File: config.mk
export PLATFORM = sky130hd
export DESIGN_NAME = sram_like_responder
export DESIGN_NICKNAME = d
export VERILOG_FILES = /design/src/rtl/sram_like_responder.sv
export SDC_FILE = /design/constraint.sdc
export NUM_CORES = 1
export LEC_CHECK = 0
export CORE_MARGIN = 5
export CORE_UTILIZATION = 40
export CTS_BUF_LIST = sky130_fd_sc_hd__clkbuf_8 sky130_fd_sc_hd__clkbuf_16
export DETAILED_ROUTE_END_ITERATION = 8
export GPL_TIMING_DRIVEN = 0
export PLACE_DENSITY_LB_ADDON = 0.12
export REMOVE_ABC_BUFFERS = 1
export SYNTH_ARGS = -nofsm -noshare
export SYNTH_HDL_FRONTEND = slang
export SYNTH_SLANG_ARGS = --single-unit
File: constraint.sdc
create_clock -name clk -period 3.2 [get_ports clk]
set_input_delay 0.64 -clock clk [delete_from_list [all_inputs] [get_ports clk]]
set_output_delay 0.64 -clock clk [all_outputs]
set_load 0.02 [all_outputs]
File: src/rtl/sram_like_responder.sv
// SRAM-like slave: accepts req/addr_ok handshakes onto a single-port RAM and
// answers with data_ok/rdata in request order, with run-time programmable stalls.
module sram_like_responder #(
   parameter int unsigned OUTSTANDING = 4,
   parameter int unsigned RAM_AW      = 16
) (
   input  logic              clk,
   input  logic              reset,
   input  logic              req,
   input  logic              wr,
   input  logic [1:0]        size,
   input  logic [3:0]        wstrb,
   input  logic [31:0]       addr,
   input  logic [31:0]       wdata,
   output logic              addr_ok,
   output logic              data_ok,
   output logic [31:0]       rdata,
   output logic              ram_en,
   output logic [3:0]        ram_we,
   output logic [RAM_AW-1:0] ram_addr,
   output logic [31:0]       ram_wdata,
   input  logic [31:0]       ram_rdata,
   input  logic [2:0]        cfg_addr_lat,
   input  logic [2:0]        cfg_data_lat
);

   localparam int unsigned PW = $clog2(OUTSTANDING);

   logic [2:0]    wait_cnt;
   logic [PW-1:0] head;
   logic [PW-1:0] tail;
   logic [PW-1:0] rd_idx;
   logic [PW:0]   occ;
   logic          rd_pend;

   logic          q_wr   [OUTSTANDING];
   logic [31:0]   q_data [OUTSTANDING];
   logic          q_cap  [OUTSTANDING];
   logic [2:0]    q_age  [OUTSTANDING];

   logic          full;
   logic          push;
   logic          pop;
   logic          head_valid;
   logic          bypass;
   logic          head_cap;
   logic [31:0]   head_data;
   logic [2:0]    data_lat_eff;
   logic          unused_ok;

   assign full    = (occ == (PW+1)'(OUTSTANDING));
   assign addr_ok = req & ~full & (wait_cnt >= cfg_addr_lat) & ~reset;
   assign push    = addr_ok;

   assign ram_en    = addr_ok;
   assign ram_we    = (addr_ok & wr) ? wstrb : '0;
   assign ram_addr  = addr[RAM_AW+1:2];
   assign ram_wdata = wdata;

   // Read data lands in the queue one cycle after the handshake; forwarding it
   // straight from the RAM lets a zero-latency read answer in that same cycle.
   assign bypass       = rd_pend & (rd_idx == head);
   assign head_valid   = (occ != '0);
   assign head_cap     = q_cap[head] | bypass;
   assign head_data    = bypass ? ram_rdata : q_data[head];
   assign data_lat_eff = (cfg_data_lat == 3'd0) ? 3'd1 : cfg_data_lat;

   assign data_ok = head_valid & head_cap & (q_age[head] >= data_lat_eff) & ~reset;
   assign pop     = data_ok;
   assign rdata   = (data_ok & ~q_wr[head]) ? head_data : '0;

   assign unused_ok = ^{size, addr[1:0], addr[31:RAM_AW+2]};

   always_ff @(posedge clk) begin
      if (reset) begin
         wait_cnt <= '0;
         head     <= '0;
         tail     <= '0;
         occ      <= '0;
         rd_pend  <= 1'b0;
         rd_idx   <= '0;
         for (int unsigned i = 0; i < OUTSTANDING; i++) begin
            q_wr[i]   <= 1'b0;
            q_data[i] <= '0;
            q_cap[i]  <= 1'b0;
            q_age[i]  <= '0;
         end
      end else begin
         if (!req || push)
            wait_cnt <= '0;
         else if (wait_cnt != 3'd7)
            wait_cnt <= wait_cnt + 3'd1;

         for (int unsigned i = 0; i < OUTSTANDING; i++) begin
            if (q_age[i] != 3'd7)
               q_age[i] <= q_age[i] + 3'd1;
         end

         if (rd_pend) begin
            q_data[rd_idx] <= ram_rdata;
            q_cap[rd_idx]  <= 1'b1;
         end
         rd_pend <= push & ~wr;
         rd_idx  <= tail;

         // Age is stored one ahead so it reads as "cycles since accept" when compared.
         if (push) begin
            q_wr[tail]   <= wr;
            q_data[tail] <= '0;
            q_cap[tail]  <= wr;
            q_age[tail]  <= 3'd1;
            tail         <= tail + 1'b1;
         end
         if (pop)
            head <= head + 1'b1;

         case ({push, pop})
            2'b10:   occ <= occ + 1'b1;
            2'b01:   occ <= occ - 1'b1;
            default: occ <= occ;
         endcase
      end
   end

endmodule

==> out/qor.txt, run 1 <==
Part of the power in the clock network: 0.456
Initial antenna violation count: 0
Layout area overhead: 23.7%
Area of the die: 0.0222 sq mm
CP bufs+invs: 2
Combinational Power Share: 0.077
Yosys cell types: 41
Final worst setup slack: -308 ps
Flop pwr share: 0.467
Final Cycle Share: 1.10
Final Critical Period: 3510 ps
Num CTS Buffers: 17
WL per Instance: 22.9 um
Die height: 149 um
Pre-CTS setup slack: -1600 ps
Rel. slew slack: 0.382
Final design utilization: 0.506
Sink Count: 163
Slowest cell on the critical path: mux4_2
Fmax: 285 MHz
Violated checks: negative setup slack
Design area: 0.00956 sq mm
Final Max Tran Viols: 0
Critical path arrival: 2870 ps
GR Layer Usage met3: 0.0933
Slew @ Worst Pin: 926 ps
DR vias/cell: 5.68
CP max stage delay: 550 ps
Post-DP HPWL: 14,300 um
Status: finished with violations
Static leakage: 0.00375 uW
DRC Markers: 0
Antenna cells: 0
Layout cells sized above 1: 0.257
Placer Congestion: 0.809
Clock Skews: 8.87 ps
Syn_area_per_cell: 10.9 sq um
Seq/Total Area, Yosys: 0.432
Worst Path Required: 2560 ps
I/O pin count: 199
Clk root buf: clkbuf_16
Clock buffer depth: 2
Routed WL: 23,200 um
CP Cell Sequence: mux4_2 > ha_4 > o21ai_2 > nor2_2 > o221ai_2 > or3_4 > clkbuf_16 > a21oi_4 > buf_6
Number of synthesized register bits: 163
Rows: 50
Nets: 877
CP Max Fanout: 5
Pwr dens: 470 mW/mm^2
Filler cells: 1,704
Vias: 5,767
Overall Global Routing Usage: 0.210
CTS hold repair buffers: 0
CTS tree: yes
P_sw: 1060 uW
Final Hold Viols: 0
H-tree Lvls: 4
Post-Syn Instances: 711
Yosys warning total: 0
Mapped Area: 0.00773 sq mm
Starting Density: 0.409
Number of enable-type register cells in the synthesized netlist: 8
Sw Share: 0.235
Pin count of the biggest net entering global routing: 36
Grt met2 use: 0.318
Clock transition at the registers of the reported paths: 60 ps
Max-Cap Viols: 0
Met1 Use GR: 0.271
Pre-Repair DR Iteration Count: 4
CP Class: reg -> out
I/O Buffers: 84
Global routing's busiest layer: met2
RSZ-0062 raised after global routing: yes
Die W: 149 um
ANT nets after route: 0
Starting DRT DRC Count: 434
CP Launch Type: register
Number of global-route vias before repair: 6,151
Main synth FF type: dfxtp_1
Final setup vio count: 37
Core footprint: 0.0189 sq mm
Clock latency on the worst-skew pair: 430 ps
Hold crit path type: reg -> reg
Pint: 3430 uW
Max rail drop VDD: 348 uV
Grt ovf: 0
First-pass GRT wire length: 35,500 um
Post-synth ARST share: 0
Kind of cell adding the most delay to the critical path: multiplexers
Crit end category: output port
Area after DPL: 0.00860 sq mm
[kinds of logic (layout without fill, tap and decap cells)]
logic type	count (synthesis)	after routing	share of synthesized area
AOI/OAI and AO/OA	163	164	0.181
muxes	81	81	0.165
buffers and inverters	118	162	0.0885
xor gates and xnor gates	10	10	0.0113
DFF	163	163	0.432
adders and majority gates	22	22	0.0366
and+or+nand+nor	154	154	0.0848
[metrics by stage]
stage          power (uW)  cells  hold WS, ps  setup TNS (ps)
6_report             4490   1016          470           -8940
3_5_place_dp         2460    967          453         -135670
4_1_cts              4510   1012          472           -8870
5_1_grt              4660   1016          487          -12420
2_1_floorplan        2280    611          437          -57430
3_3_place_gp         2420    955          450         -353780
[layout make-up]
class,count,area (sq um),share of cell area
Sequential cell,163,3350,0.350
Tap cell,260,325,0.0340
Clock inverter,11,98.8,0.0103
Clock buffer,21,503,0.0526
Timing Repair Buffer,112,1320,0.138
Inverter,18,67.6,0.00707
Multi-Input combinational cell,431,3900,0.407
[power by group through the flow]
| stage | combinational (uW) | clock, uW | sequential (uW) |
|---|---|---|---|
| 2_1_floorplan | 139 | 0 | 2140 |
| 3_3_place_gp | 277 | 0 | 2150 |
| 3_5_place_dp | 315 | 0 | 2150 |
| 4_1_cts | 332 | 2080 | 2100 |
| 5_1_grt | 375 | 2180 | 2100 |
| 6_report | 346 | 2050 | 2100 |
[metal layers]
layer  part of all wire  wire (um)
met1               0.43       9980
met4              0.018        418
met5             0.0035         81
met2               0.45      10500
met3              0.097       2260
[what timing repair did]
action	4_1_cts	5_1_grt
pin swaps	4	2
setup endpoints to repair	150	40
buffers inserted	11	2
resized for setup	198	34
gates cloned	2	2
[state kept, by name, indices dropped and copies added, names as in the netlist, 3 cells and up, named ones only]
name,flops
q_data,128
q_cap,4
occ,3
wait_cnt,3
q_age,12
q_wr,4
[final timing paths]
kind / start / end / slack, ps / depth (start not counted)
max: register / rdata[12] / -310 / 9
max reg2reg: register / occ[2]$_SDFFE_PP0P_ / -50 / 14
min reg2reg: q_data[2][1]$_SDFFE_PP0P_ / q_data[2][1]$_SDFFE_PP0P_ / 470 / 1
min: q_data[2][1]$_SDFFE_PP0P_ / q_data[2][1]$_SDFFE_PP0P_ / 470 / 1
[Yosys cell counts, types with 3 or more instances]
cell        n  area share
dfxtp_1   155        0.40
a22o_1     96        0.11
nand2_1    71       0.034
buf_4      49       0.048
nor2_1     49       0.024
mux2i_1    42       0.054
mux4_2     37        0.11
a21oi_2    30       0.034
clkbuf_1   23       0.011
buf_2      22       0.014
ha_1       21       0.034
inv_1      17      0.0083
and3_1     13       0.011
edfxtp_1    8       0.031
xor2_1      7      0.0079
a211oi_1    6      0.0058
a21o_1      5      0.0049
nor3_1      5      0.0032
o21ai_0     5      0.0032
a21oi_1     4      0.0026
buf_6       4      0.0058
nand2b_1    4      0.0032
nand3_1     4      0.0026
a211oi_2    3      0.0049
a21boi_2    3      0.0044
nor3b_1     3      0.0029
o21bai_1    3      0.0029
or3_1       3      0.0024
xnor2_1     3      0.0034
[cells in the final DEF (no fill, tap or decap), types with 4 or more instances in the layout]
cell,instances
clkdlybuf4s15_1,5
mux2i_1,42
buf_16,5
a21oi_4,6
buf_6,24
clkdlybuf4s50_1,44
a21o_1,4
a21oi_2,26
nand2b_1,4
a211oi_1,6
a22o_1,96
ha_1,17
xor2_1,7
nand2_1,71
clkbuf_16,21
buf_8,5
and3_1,12
clkinvlp_4,5
edfxtp_1,8
inv_1,16
o21ai_0,4
buf_4,19
buf_12,5
nor2_1,48
nor3_1,5
mux4_2,37
dfxtp_1,153
(Power assumes the default switching activity.)
==> inputs of run 2 (changes only) <==
--- a/config.mk
+++ b/config.mk
@@ -12,6 +12,7 @@
 export GPL_TIMING_DRIVEN = 0
 export PLACE_DENSITY_LB_ADDON = 0.12
 export REMOVE_ABC_BUFFERS = 1
+export SETUP_SLACK_MARGIN = 0.2
 export SYNTH_ARGS = -nofsm -noshare
 export SYNTH_HDL_FRONTEND = slang
 export SYNTH_SLANG_ARGS = --single-unit
==> run 2 against run 1 <==
Against the previous run:
- the flow still finishes with violations (negative setup slack)
- global-route usage is essentially flat
- worst hold slack barely moved
- sequential cell count is the same
- sequential share of layout area fell by 0.40 points
- utilization grew 0.58 points
- cell area grew 1.2%
- critical path type unchanged
- register-to-register slack improved by 150 ps
- cell count rose by 0.39%
- setup slack improved by 5.1 ps
==> out/qor.txt, run 2 (synthesized netlist as in run 1, its figures left out) <==
CP bufs+invs: 2
DR vias/cell: 5.68
Post-DP HPWL: 14,300 um
Flop pwr share: 0.467
Num CTS Buffers: 17
First-pass GRT wire length: 35,500 um
Clock buffer depth: 2
Rows: 50
Worst r2r dst: occ[2]$_SDFFE_PP0P_
Die height: 149 um
Static leakage: 0.00378 uW
Kind of cell adding the most delay to the critical path: simple AND/OR/NAND/NOR gates
Nets: 881
Part of the power in the clock network: 0.454
Antenna cells: 0
Final worst setup slack: -303 ps
P_sw: 1050 uW
Area after DPL: 0.00860 sq mm
DRC Markers: 0
CTS tree: yes
CP Launch Type: register
ANT nets after route: 0
Die W: 149 um
Max rail drop VDD: 348 uV
I/O Buffers: 84
Clk root buf: clkbuf_16
Largest regs: q_data x128, q_age x12
Max-Cap Viols: 0
Final Cycle Share: 1.09
Layout area overhead: 25.1%
Final Non-Filler Cells: 1,020
Final setup vio count: 32
Combinational Power Share: 0.080
RSZ-0062 raised after global routing: yes
CP Max Fanout: 5
Pin count of the biggest net entering global routing: 36
CP Cell Sequence: mux4_2 > ha_4 > o21ai_2 > nor2_2 > o221ai_2 > or3_4 > clkbuf_16 > a21oi_4 > buf_6
Crit end category: output port
Starting Density: 0.409
Hold crit path type: reg -> reg
Vias: 5,796
Initial antenna violation count: 0
Number of global-route vias before repair: 6,163
Clock Skews: 8.16 ps
WL per Instance: 22.8 um
Final Max Tran Viols: 0
Area of the die: 0.0222 sq mm
Pre-CTS setup slack: -1600 ps
Clock transition at the registers of the reported paths: 60 ps
Critical path arrival: 2860 ps
CP max stage delay: 540 ps
Placed insts: 967
Clock latency on the worst-skew pair: 430 ps
FF-to-FF path depth: 14
Most frequent cells in the layout: dfxtp_1, a22o_1, nand2_1
CP Class: reg -> out
Pwr dens: 465 mW/mm^2
Final Hold Viols: 0
Violated checks: negative setup slack
I/O pin count: 199
Reg with most FFs: q_data
Grt ovf: 0
Slowest cell on the critical path: mux4_2
Commonest non-fill, non-tap cell in the layout: dfxtp_1
Largest register FFs: 128
Core footprint: 0.0189 sq mm
Sw Share: 0.235
Overall Global Routing Usage: 0.210
Final design utilization: 0.512
Stages on the worst setup path: 9
Final Critical Period: 3500 ps
Status: finished with violations
Starting DRT DRC Count: 325
Fmax: 285 MHz
Setup crit end: rdata[10]
Sink Count: 163
Placer Congestion: 0.809
Layout cells sized above 1: 0.280
Pint: 3440 uW
Routed WL: 23,300 um
R2r setup slk: 100 ps
Pre-Repair DR Iteration Count: 4
Worst Path Required: 2560 ps
Slew @ Worst Pin: 920 ps
Design area: 0.00967 sq mm
H-tree Lvls: 4
Rel. slew slack: 0.386
## run 2: changes by cell type in the layout (fill, tap and decap cells not counted), sizes merged
cell,before,now
buf,58,69
clkdlybuf4s15,7,0
## run 2: final cells by class
type / instances / area [sq um]
Timing Repair Buffer: 116 / 1350
Sequential cell: 163 / 3350
Clock inverter: 11 / 98.8
Tap cell: 260 / 325
Fill cell: 1690 / 9220
Inverter: 18 / 70.1
Multi-Input combinational cell: 431 / 3980
Clock buffer: 21 / 503
## run 2: layer usage
| layer | vias to the layer above | wire length, um | GRT usage |
|---|---|---|---|
| met1 | 2902 | 10100 | 0.270 |
| met2 | 242 | 10500 | 0.319 |
| li1 | 2614 | - | - |
| met4 | 4 | 406 | 0.0590 |
| met3 | 34 | 2090 | 0.0933 |
| met5 | - | 81 | 0.0295 |
## run 2: power by group through the flow
stage	clock (uW)	sequential, uW	combinational, uW
detailed placement	0	2150	315
global placement	0	2150	277
floorplan	0	2140	139
global route	2180	2100	391
CTS	2080	2100	340
finish	2040	2100	359
## run 2: worst min-delay path by stage
stage                                          start                          to  cells past startpoint
after floorplan           q_data[1][31]$_SDFFE_PP0P_  q_data[1][31]$_SDFFE_PP0P_                      1
after global placement     q_data[2][9]$_SDFFE_PP0P_   q_data[2][9]$_SDFFE_PP0P_                      1
after detailed placement  q_data[2][15]$_SDFFE_PP0P_  q_data[2][15]$_SDFFE_PP0P_                      1
after CTS                 q_data[1][31]$_SDFFE_PP0P_  q_data[1][31]$_SDFFE_PP0P_                      1
after global routing       q_data[2][3]$_SDFFE_PP0P_   q_data[2][3]$_SDFFE_PP0P_                      1
final                     q_data[2][13]$_SDFFE_PP0P_  q_data[2][13]$_SDFFE_PP0P_                      1
## run 2: worst register-to-register path, cell delays in order (launching register included)
cell	delay, ps
dfxtp_4	380
mux4_2	540
ha_4	290
o21ai_2	50
nor2_2	100
o221ai_2	120
buf_4	160
buf_6	110
nor2_4	130
ha_4	160
inv_2	40
fa_2	330
xor2_1	150
or3_1	330
a21oi_2	140
## run 2: stage by stage
stage | hold WS (ps) | power (uW) | TNS [ps]
floorplan | 437 | 2280 | -57430
global placement | 450 | 2420 | -353780
detailed placement | 453 | 2460 | -135670
CTS | 472 | 4510 | -8750
global route | 487 | 4670 | -11690
finish | 469 | 4500 | -8270
## run 2: repair_timing
action,in CTS,in global routing
cloned,2,2
pin swaps,10,12
hold buffers,0,0
setup buffers,13,4
setup endpoints to repair,181,72
resized for setup,220,52
